### config.mk
export PLATFORM = sky130hd
export DESIGN_NAME = sorted_muon_serializer
export DESIGN_NICKNAME = d
export VERILOG_FILES = /design/src/rtl/bitonic_sorter_pkg.sv /design/src/rtl/muon_frame_buffer.sv /design/src/rtl/sorted_muon_serializer.sv
export SDC_FILE = /design/constraint.sdc
export NUM_CORES = 1
export LEC_CHECK = 0
export CAP_MARGIN = 15
export CORE_MARGIN = 5
export CORE_UTILIZATION = 25
export DETAILED_ROUTE_END_ITERATION = 10
export PLACE_DENSITY_LB_ADDON = 0.2
export SYNTH_ARGS = -nofsm -noshare
export SYNTH_HDL_FRONTEND = slang
export SYNTH_SLANG_ARGS = --single-unit
### constraint.sdc
create_clock -name clk -period 6.95 [get_ports clk]
set_clock_uncertainty 0.2 [all_clocks]
set_input_delay 1.39 -clock clk [delete_from_list [all_inputs] [get_ports clk]]
set_output_delay 1.39 -clock clk [all_outputs]
set_load 0.02 [all_outputs]
### src/rtl/bitonic_sorter_pkg.sv
// Shared types for the muon sorter chain: the muon record, the serializer
// state enum and the beat-count helper used by the optional zero-skip build.
package bitonic_sorter_pkg;

  localparam int PT_W = 8;

  typedef struct packed {
    logic [PT_W-1:0] pt;
    logic [7:0]      eta;
    logic [7:0]      phi;
  } muon_t;

  typedef enum logic {
    IDLE = 1'b0,
    SEND = 1'b1
  } ser_state_t;

  // Beats needed to carry 'count' candidates, never fewer than one.
  function automatic int beats_needed(input int count, input int beat);
    int n;
    n = (count + beat - 1) / beat;
    return (n < 1) ? 1 : n;
  endfunction

endpackage

### src/rtl/muon_frame_buffer.sv
// One-frame store for the serializer: captures the top NOUT muons highest-pt
// first (reversing an ascending sorter) and presents the selected beat.
module muon_frame_buffer
  import bitonic_sorter_pkg::*;
#(
  parameter int WIDTH = 16,
  parameter int NOUT  = 8,
  parameter int BEAT  = 2,
  parameter int DIR   = 1,
  parameter int IDXW  = $clog2(NOUT / BEAT) + 1
) (
  input  logic                  clk,
  input  logic                  rst,
  input  logic                  load,
  input  muon_t [0:WIDTH-1]     m,
  input  logic [IDXW-1:0]       beat_idx,
  output muon_t [0:BEAT-1]      beat_data
);

  localparam int NBEATS = NOUT / BEAT;

  muon_t [0:NOUT-1] store;
  logic             unused_m;

  // Candidates below the top NOUT are deliberately dropped.
  assign unused_m = ^m;

  always_ff @(posedge clk) begin
    if (rst) begin
      store <= '0;
    end else if (load) begin
      for (int i = 0; i < NOUT; i++) begin
        store[i] <= (DIR != 0) ? m[i] : m[WIDTH-1-i];
      end
    end
  end

  always_comb begin
    beat_data = '0;
    for (int b = 0; b < NBEATS; b++) begin
      if (beat_idx == IDXW'(b)) begin
        for (int j = 0; j < BEAT; j++) begin
          beat_data[j] = store[b*BEAT + j];
        end
      end
    end
  end

endmodule

### src/rtl/sorted_muon_serializer.sv
// Streams the top NOUT muons of each sorted frame out BEAT at a time.
// Define SORTED_MUON_SERIALIZER_ZERO_SKIP_EN to end frames after the last non-empty beat.
module sorted_muon_serializer
  import bitonic_sorter_pkg::*;
#(
  parameter int WIDTH = 16,
  parameter int NOUT  = 8,
  parameter int BEAT  = 2,
  parameter int DIR   = 1
) (
  input  logic                         clk,
  input  logic                         rst,
  input  logic                         in_valid,
  output logic                         in_ready,
  input  muon_t [0:WIDTH-1]            m,
  output logic                         out_valid,
  input  logic                         out_ready,
  output muon_t [0:BEAT-1]             out_data,
  output logic                         out_last,
  output logic [$clog2(NOUT/BEAT):0]   out_beat_idx,
  output logic [15:0]                  frame_cnt
);

  localparam int NBEATS = NOUT / BEAT;
  localparam int IDXW   = $clog2(NBEATS) + 1;

  ser_state_t      state, state_nxt;
  logic [IDXW-1:0] beat_idx, last_idx, cap_last;
  logic            beat_xfer, load;

`ifdef SORTED_MUON_SERIALIZER_ZERO_SKIP_EN
  int nz_cnt;

  // Empty slots (pt==0) sort to the tail, so the frame can stop early.
  always_comb begin
    nz_cnt = 0;
    for (int i = 0; i < NOUT; i++) begin
      if (m[(DIR != 0) ? i : WIDTH-1-i].pt != '0) nz_cnt = nz_cnt + 1;
    end
    cap_last = IDXW'(beats_needed(nz_cnt, BEAT) - 1);
  end
`else
  assign cap_last = IDXW'(NBEATS - 1);
`endif

  always_comb begin
    state_nxt = state;
    out_valid = 1'b0;
    out_last  = 1'b0;
    in_ready  = 1'b0;
    case (state)
      IDLE: begin
        in_ready = 1'b1;
        if (in_valid) state_nxt = SEND;
      end
      SEND: begin
        out_valid = 1'b1;
        out_last  = (beat_idx == last_idx);
        // Releasing the buffer on the last transfer lets frames run back-to-back.
        if (out_ready && out_last) begin
          in_ready  = 1'b1;
          state_nxt = in_valid ? SEND : IDLE;
        end
      end
      default: state_nxt = IDLE;
    endcase
    beat_xfer = out_valid & out_ready;
    load      = in_valid & in_ready;
  end

  always_ff @(posedge clk) begin
    if (rst) begin
      state     <= IDLE;
      beat_idx  <= '0;
      last_idx  <= IDXW'(NBEATS - 1);
      frame_cnt <= '0;
    end else begin
      state <= state_nxt;
      if (load || (beat_xfer && out_last)) beat_idx <= '0;
      else if (beat_xfer)                  beat_idx <= beat_idx + IDXW'(1);
      if (load) last_idx <= cap_last;
      if (beat_xfer && out_last) frame_cnt <= frame_cnt + 16'd1;
    end
  end

  assign out_beat_idx = beat_idx;

  muon_frame_buffer #(
    .WIDTH (WIDTH),
    .NOUT  (NOUT),
    .BEAT  (BEAT),
    .DIR   (DIR),
    .IDXW  (IDXW)
  ) u_buf (
    .clk       (clk),
    .rst       (rst),
    .load      (load),
    .m         (m),
    .beat_idx  (beat_idx),
    .beat_data (out_data)
  );

endmodule
==> flow_summary.yaml <==
status:
  status: "complete, no violations"
pwr:
  internal-power_mw: 2.27
  seq_power_share: 0.432
  p_clk_frac: 0.428
  power_frac_comb: 0.140
  power.density_nw_per_um2: 234
  switchingPower_mw: 0.765
  swShare: 0.252
  power_leakage_nw: 4.73
  peakVddDrop_uv: 159
setup_path:
  reg2reg_slack_ns: 3.85
  path_delay_family: "buffers and inverters"
  cp_cell_sequence: "ha_1, ha_4, nor2_4, buf_4, a22o_1, clkdlybuf4s50_1"
  slowest_stage: "nor2_4"
  setup.worst_path.class: "reg2out"
  critPathLaunchType: "flip-flop"
  rr_worst_depth: 7
  timing.rr.end: "u_buf.store[113]"
  cp.required_ns: 5.36
  r2r_start: "out_beat_idx[0]"
  cp_num_buf_inv: 2
  arrival_ns: 3.72
  cp_max_fo: 54
  end_kind: "primary output"
  max_stage_delay_ns: 0.81
synthesis:
  synth_warnings: 0
  avgSynthCellArea_um2: 7.60
  syn_nets: 1610
  syn_inst: 1216
  netlist_area_um2: 9250
  synth.ff_latch_count: 212
  synth-seq-area-share: 0.459
  ys_types: 35
clock_network:
  holdBufCountCts: 0
  post-cts-setup-buffers: 0
  numCtsBuffers: 26
  clk_pin_slew_worst_paths_ns: 0.06
  ctsHtreeMaxLevel: 1
  cts_tree: "done"
  cts_resized: 0
  clk_latency_ns: 0.53
  clock-root-buffer: "clkbuf_16"
  cts_buffer_depth: 3
  clock-sinks: 212
worst_hold_path:
  hold_end: "u_buf.store[64]"
  hold_depth: 2
  hp-class: "reg2reg"
  hp-start: "u_buf.store[64]"
sta:
  rsz0062_at_grt: "no"
  report.final.slew_viol_count: 0
  period_needed_ns: 5.31
  slew_headroom: 0.273
  fmax_mhz: 188
  tightest_slew_ns: 1.09
  fin_crit_sh: 0.764
  tns_ns: 0
  final_hold_viol_count: 0
  setup_viol: 0
  setup_slack_ns: 1.64
global_route:
  grt_start_max_net_pins: 185
  globalRoute.totalOverflow: 0
  antenna_found_initial: 5
  track_usage: 0.152
  grt_pass1_wl_um: 50600
  grt_pass1_vias: 8869
die:
  initial_core_util: 0.253
  rows: 70
  die_x_um: 202
  core_um2: 36500
  dieArea_um2: 40900
  dieHeight_um: 202
  ios: 458
final_layout:
  fin_nets: 1811
  antennaDiodeCount: 0
  final_common_cell: "nand2_1"
  mostFrequentLayoutCells: "488 x nand2_1, 264 x clkdlybuf4s50_1, 212 x dfxtp_1"
  finalInstanceArea_um2: 13000
  drive_gt1_frac: 0.0720
  area_delta_synth_final_pct: 40.6
routing:
  via_per_inst: 4.67
  num_vias: 8873
  final_antenna_net_count: 0
  drt-wirelength-per-cell_um: 17.2
  drc: 0
  wirelength_um: 32600
  drtPass1Iterations: 4
  drt_iter0_markers: 460
place:
  pre_cts_ws_ns: 2.11
  io_buffers: 265
  dp_hpwl_um: 20400
  dpl_cell_area_um2: 12200
  place_congestion: 0.775
flow_run:
  drv_cap: 0
power groups by stage:
stage               logic [mW]  clock network (mW)  registers, mW
floorplan                0.220                   0           1.33
global placement         0.432                   0           1.33
detailed placement       0.433                   0           1.34
CTS                      0.436                1.36           1.31
global route             0.470                1.41           1.32
finish                   0.426                1.30           1.31
logic make-up (layout without fill, tap and decap cells):
logic type,count (synthesis),in the layout,synth area share
buffers and inverters,104,319,0.0495
AOI/OAI and AO/OA,304,304,0.186
and+or+nand+nor,530,530,0.226
xor gates and xnor gates,9,9,0.00853
DFF,212,212,0.459
adders and majority gates,6,6,0.00812
muxes,51,51,0.0620
synthesized netlist by cell type:
master | instances | share of area
a211o_1 | 1 | 0.00095
a21bo_2 | 1 | 0.0011
a21oi_1 | 200 | 0.11
a22o_1 | 48 | 0.045
a311oi_1 | 1 | 0.00095
a31o_2 | 1 | 0.00095
and2_1 | 1 | 0.00068
and3_1 | 1 | 0.00068
and4_1 | 3 | 0.0028
buf_1 | 12 | 0.0049
buf_2 | 51 | 0.028
buf_4 | 1 | 0.00081
clkbuf_1 | 34 | 0.014
dfxtp_1 | 212 | 0.46
ha_1 | 6 | 0.0081
inv_1 | 6 | 0.0024
mux2_1 | 2 | 0.0024
mux2_2 | 48 | 0.058
mux2i_1 | 1 | 0.0011
nand2_1 | 489 | 0.20
nand2b_1 | 1 | 0.00068
nand3_1 | 5 | 0.0027
nand4_1 | 3 | 0.0020
nand4_2 | 1 | 0.0014
nand4_4 | 1 | 0.0023
nor2_1 | 15 | 0.0061
nor2b_1 | 3 | 0.0020
nor3_1 | 2 | 0.0011
nor4_4 | 1 | 0.0023
o21ai_0 | 50 | 0.027
o31ai_1 | 2 | 0.0016
or3_1 | 1 | 0.00068
or4_1 | 3 | 0.0024
xnor2_1 | 6 | 0.0057
xor2_1 | 3 | 0.0028
stage by stage:
step           utilization  power, mW  cells  hold WS (ns)
3_3_place_gp         0.334       1.77   1857         0.239
3_5_place_dp         0.334       1.77   1857         0.244
5_1_grt              0.356       3.20   1899         0.270
6_report             0.356       3.04   1899         0.250
2_1_floorplan            -       1.55   1216         0.233
4_1_cts              0.356       3.10   1899         0.253
final cells by class:
cell class                      instances  area, um2
Sequential cell                       212       4240
Clock buffer                           38        756
Multi-Input combinational cell        900       4610
Inverter                                6       22.5
Timing Repair Buffer                  271       2720
Fill cell                            3868      23500
Tap cell                              468        586
Clock inverter                          4       56.3
flip-flops by register name, indices dropped and copies added (netlist names):
signal	flops
frame_cnt	16
out_beat_idx	3
state	1
u_buf.store	192
worst max-delay path by stage:
| stage | from | end | slack, ns | cells after the start |
|---|---|---|---|---|
| global placement | out_beat_idx[0] | out_data[31] | 2.14 | 6 |
| CTS | out_beat_idx[0] | out_data[31] | 1.51 | 6 |
| floorplan | out_beat_idx[0] | out_data[36] | 3.44 | 7 |
| detailed placement | out_beat_idx[0] | out_data[31] | 2.11 | 6 |
| global route | out_beat_idx[0] | out_data[31] | 1.47 | 6 |
| finish | out_beat_idx[0] | out_data[31] | 1.64 | 6 |
metal layers:
metal | vias to the layer above | global-route usage | routed length [um]
met4 | 8 | 0.0308 | 635
li1 | 4436 | - | -
met5 | - | 0 | 48
met1 | 4151 | 0.202 | 15000
met3 | 48 | 0.0470 | 2330
met2 | 230 | 0.246 | 14600
worst register-to-register path: stages, from the launching register on:
cell and delay, ns:
dfxtp_1 0.43, ha_1 0.23, ha_4 0.72, a21bo_2 0.30
nand2_4 0.11, buf_12 0.24, nand2_1 0.61, a21oi_1 0.09
(Power assumes the default switching activity.)
